$ cat config.mk
export PLATFORM = sky130hd
export DESIGN_NAME = debounce_sync
export DESIGN_NICKNAME = d
export VERILOG_FILES = /design/src/rtl/debounce_sync.sv
export SDC_FILE = /design/constraint.sdc
export NUM_CORES = 1
export LEC_CHECK = 0
export CORE_UTILIZATION = 50
export CTS_BUF_LIST = sky130_fd_sc_hd__clkbuf_8
export CTS_CLUSTER_SIZE = 20
export DETAILED_ROUTE_END_ITERATION = 10
export PLACE_DENSITY = 0.71
export SYNTH_ARGS = -nofsm -noshare
export SYNTH_HDL_FRONTEND = slang
export SYNTH_SLANG_ARGS = --single-unit
export TNS_END_PERCENT = 100
$ cat constraint.sdc
create_clock -name clk_i -period 1.9 [get_ports clk_i]
set_input_delay 0.285 -clock clk_i [delete_from_list [all_inputs] [get_ports clk_i]]
set_output_delay 0.285 -clock clk_i [all_outputs]
set_load 0.05 [all_outputs]
$ cat src/rtl/debounce_sync.sv
`default_nettype none
// ============================================================================
// debounce_sync : synchronizer + debounce FSM giving a clean level and strobes
// Rev 1.0
// ============================================================================
module debounce_sync #(
  parameter int SYNC_STAGES   = 2,
  parameter int STABLE_CYCLES = 4,
  parameter int CNT_W         = 8
) (
  input  logic clk_i,
  input  logic rst_n_i,
  input  logic d_i,
  output logic q_o,
  output logic notq_o,
  output logic rise_o,
  output logic fall_o
);

  typedef enum logic [1:0] {
    S_LOW  = 2'd0,
    S_RISE = 2'd1,
    S_HIGH = 2'd2,
    S_FALL = 2'd3
  } state_t;

  localparam logic [CNT_W-1:0] C_CNT_LAST = CNT_W'(STABLE_CYCLES - 1);
  localparam logic [CNT_W-1:0] C_CNT_ONE  = CNT_W'(1);
  localparam logic [CNT_W-1:0] C_CNT_ZERO = '0;
  localparam bit               C_ONE_SHOT = (STABLE_CYCLES == 1);

  logic [SYNC_STAGES-1:0] sync_q;
  logic [SYNC_STAGES-1:0] sync_d;
  logic                   d_sync;

  state_t                 state_q;
  state_t                 state_d;
  logic [CNT_W-1:0]       cnt_q;
  logic [CNT_W-1:0]       cnt_d;
  logic                   q_q;
  logic                   q_d;
  logic                   notq_q;
  logic                   notq_d;
  logic                   rise_q;
  logic                   rise_d;
  logic                   fall_q;
  logic                   fall_d;

  // Pure flop chain: nothing but the shift between stages.
  assign sync_d = {sync_q[SYNC_STAGES-2:0], d_i};
  assign d_sync = sync_q[SYNC_STAGES-1];

  always_ff @(posedge clk_i or negedge rst_n_i) begin
    if (!rst_n_i) begin
      sync_q <= '0;
    end else begin
      sync_q <= sync_d;
    end
  end

  always_comb begin
    state_d = state_q;
    cnt_d   = cnt_q;
    q_d     = q_q;
    notq_d  = notq_q;
    rise_d  = 1'b0;
    fall_d  = 1'b0;

    case (state_q)
      S_LOW: begin
        if (d_sync) begin
          if (C_ONE_SHOT) begin
            state_d = S_HIGH;
            cnt_d   = C_CNT_ZERO;
            q_d     = 1'b1;
            notq_d  = 1'b0;
            rise_d  = 1'b1;
          end else begin
            state_d = S_RISE;
            cnt_d   = C_CNT_ONE;
          end
        end else begin
          cnt_d = C_CNT_ZERO;
        end
      end

      S_RISE: begin
        if (!d_sync) begin
          state_d = S_LOW;
          cnt_d   = C_CNT_ZERO;
        end else if (cnt_q == C_CNT_LAST) begin
          state_d = S_HIGH;
          cnt_d   = C_CNT_ZERO;
          q_d     = 1'b1;
          notq_d  = 1'b0;
          rise_d  = 1'b1;
        end else begin
          cnt_d = cnt_q + C_CNT_ONE;
        end
      end

      S_HIGH: begin
        if (!d_sync) begin
          if (C_ONE_SHOT) begin
            state_d = S_LOW;
            cnt_d   = C_CNT_ZERO;
            q_d     = 1'b0;
            notq_d  = 1'b1;
            fall_d  = 1'b1;
          end else begin
            state_d = S_FALL;
            cnt_d   = C_CNT_ONE;
          end
        end else begin
          cnt_d = C_CNT_ZERO;
        end
      end

      S_FALL: begin
        if (d_sync) begin
          state_d = S_HIGH;
          cnt_d   = C_CNT_ZERO;
        end else if (cnt_q == C_CNT_LAST) begin
          state_d = S_LOW;
          cnt_d   = C_CNT_ZERO;
          q_d     = 1'b0;
          notq_d  = 1'b1;
          fall_d  = 1'b1;
        end else begin
          cnt_d = cnt_q + C_CNT_ONE;
        end
      end

      default: begin
        state_d = S_LOW;
        cnt_d   = C_CNT_ZERO;
        q_d     = 1'b0;
        notq_d  = 1'b1;
      end
    endcase
  end

  // notq has its own flop (reset to 1) so it is a true registered complement.
  always_ff @(posedge clk_i or negedge rst_n_i) begin
    if (!rst_n_i) begin
      state_q <= S_LOW;
      cnt_q   <= '0;
      q_q     <= 1'b0;
      notq_q  <= 1'b1;
      rise_q  <= 1'b0;
      fall_q  <= 1'b0;
    end else begin
      state_q <= state_d;
      cnt_q   <= cnt_d;
      q_q     <= q_d;
      notq_q  <= notq_d;
      rise_q  <= rise_d;
      fall_q  <= fall_d;
    end
  end

  assign q_o    = q_q;
  assign notq_o = notq_q;
  assign rise_o = rise_q;
  assign fall_o = fall_q;

endmodule
`default_nettype wire

==> reports/qor.yml <==
via_per_inst: 5.472
cts.sinks: 16
finalHoldViolCount: 0
fmax_ghz: 0.5822
ys_types: 29
hold_buffers: 0
r2r_end: "notq_o$_DFFE_PN1P_"
antenna_found_initial: 0
syn_avg_cell_area_sq_um: 11.22
start_kind: "flip-flop"
rsz0062_at_grt: "no"
num_vias: 487
max_stage_delay_ns: 0.81
row_count: 13
synth.most_common_cell: "dfrtp_1"
dpl.hpwl_um: 838.8
fp.dieW_um: 39.90
r2r-start: "cnt_q[0]$_DFF_PN0_"
synth_warnings: 0
cellPowerDensity_nw_per_um2: 1141
cts_setup_buffers: 0
root_buffer: "clkbuf_8"
multi_input_area_sq_um: 300.3
worst_slew_pin_slew_ns: 0.4881
finalPower_w: 0.0009724
syn-num-nets: 68
dp_slack_ns: 0.3801
clk_latency_ns: 0.25
ctsLongestPathBuffers: 2
drc: 0
yosysTopAreaCellShare_pct: 52.26
cts_tree: "yes"
portBuffers: 6
cp-end-kind: "primary output"
routedWlPerCell_um: 14.12
io_pins: 7
critPathLaunch: "q_o$_DFFE_PN0P_"
grt_pass1_vias: 427
slowest_stage: "clkdlybuf4s50_1"
grt_pass1_wl_um: 1938
setup_viol: 0
first_pass_iters: 4
yosysSeqAreaShare_pct: 55.92
cts_resized: 0
max_slew_margin_pct: 67.35
worstPathBufferInverterCount: 1
hold_class: "in2async"
cts-buffers-inserted: 3
required_ns: 1.62
vdd_ir_drop_max_uv: 629.3
fin_util_pct: 64.67
final_area_sq_um: 852.1
cap_violations: 0
outcome: "finished, final reports clean"
postPlaceCellArea_sq_um: 797.0
crit_type: "reg2out"
power_leakage_nw: 0.3680
initial_core_util_pct: 54.51
final_nets: 79
ff2ff_setup_slack_ns: 0.31
grt_max_degree: 17
antenna_left: 0
yosysTopAreaCell: "dfrtp_1"
finalCriticalPeriod_ns: 1.717
drv_slew: 0
ys_top_cells_by_area: "dfrtp_1 52%, dfstp_2 3.7%, xor2_1 3.7%, nand3_1 3.5%, nor2_1 3.1%"
path_cells: "clkdlybuf4s50_1"
grtUsageTotal_pct: 20.33
grt_overflow_total: 0
path_max_fanout: 3
synth_common_cells: "15 x dfrtp_1, 6 x nor2_1, 5 x nand3_1"
synthFlopType: "dfrtp_1"
fill_cells: 108
routabilityCongestion: 0.8167
drtIter0Drc: 4
ys_seq_elements: 16
async_flop_share_pct: 100.0
syn2layout_area_growth_pct: 18.64
synth_edf_count: 0
core_area_sq_um: 1318
seqCellArea_sq_um: 401.6
dieArea_sq_um: 1592
syn-instance-count: 64
fin_crit_sh_pct: 90.39
path_clk_slew_ns: 0.06
antennaDiodeCount: 0
critPathTopFamily: "buffers and inverters"
setup_slack_ns: 0.1825
drive_above_1_share_pct: 17.57
skew_ns: 0.002413
rr_worst_depth: 4
fp.dieH_um: 39.90
fin_setup_tns_ns: 0
syn_area_sq_um: 718.2
cts_htree_levels: 1
crit_arrival_ns: 1.43
finalWirelength_um: 1257
[layout make-up]
type,count,share of cell area (%)
timing repair buffer,7,7.636
multi-input combinational,44,35.24
clock buffer,4,6.461
inverter,3,1.322
sequential,16,47.14
tap,15,2.203
[where the power goes]
group          internal (W)  switching (W)  leakage [nW]
clock network      0.000184       0.000115        0.0288
registers          0.000393      0.0000575         0.210
logic             0.0000924       0.000131         0.129
total              0.000669       0.000303         0.368
[worst max-delay path by stage]
stage	slack (ns)	to	cells after the start
2_1_floorplan	0.45	notq_o$_DFFE_PN1P_	4
3_5_place_dp	0.38	notq_o$_DFFE_PN1P_	4
5_1_grt	0.14	q_o	1
6_report	0.18	q_o	1
4_1_cts	0.17	q_o	1
3_3_place_gp	0.41	notq_o$_DFFE_PN1P_	4
[routing by layer]
metal | vias up | track usage (%) | part of all wire (%)
li1 | 245 | - | -
met1 | 229 | 27.30 | 48
met2 | 9 | 27.42 | 46
met3 | 4 | 5.114 | 3.4
met4 | 0 | 15.52 | 1.8
met5 | - | 0 | 0
[cell families (layout without fill, tap and decap cells)]
group | count (synthesis) | after routing | synth area share (%)
xor+xnor | 5 | 5 | 6.099
fa+ha+maj | 1 | 1 | 1.742
flops | 16 | 16 | 55.92
buf+inv | 4 | 14 | 2.264
compound gates | 13 | 13 | 11.85
simple gates | 25 | 25 | 22.13
[metrics by stage]
step                      hold slack (ns)  std cells
final                              0.3415         89
after CTS                          0.3476         89
after global routing               0.3639         89
after detailed placement           0.3381         85
after floorplan                  -0.01059         64
after global placement             0.3349         85
[cells in the final DEF, fill, tap and decap left out, types with 2 or more instances in the layout]
cell | netlist | layout
dfrtp_1 | 15 | 15
nor2_1 | 6 | 6
nand3_1 | 5 | 5
clkdlybuf4s50_1 | 0 | 5
clkbuf_8 | 0 | 4
inv_1 | 3 | 3
nand2_1 | 3 | 3
a21oi_1 | 3 | 3
xor2_1 | 3 | 3
o21ai_0 | 3 | 3
xnor2_1 | 2 | 2
a211o_1 | 2 | 2
buf_4 | 0 | 2
[sequential cells by signal, indices dropped and copies added, names as in the netlist, named ones only]
register,cells
notq_o,1
state_q,1
cnt_q,8
fall_o,1
rise_o,1
sync_q,2
q_o,1
Power figures use the tool's default switching activity.
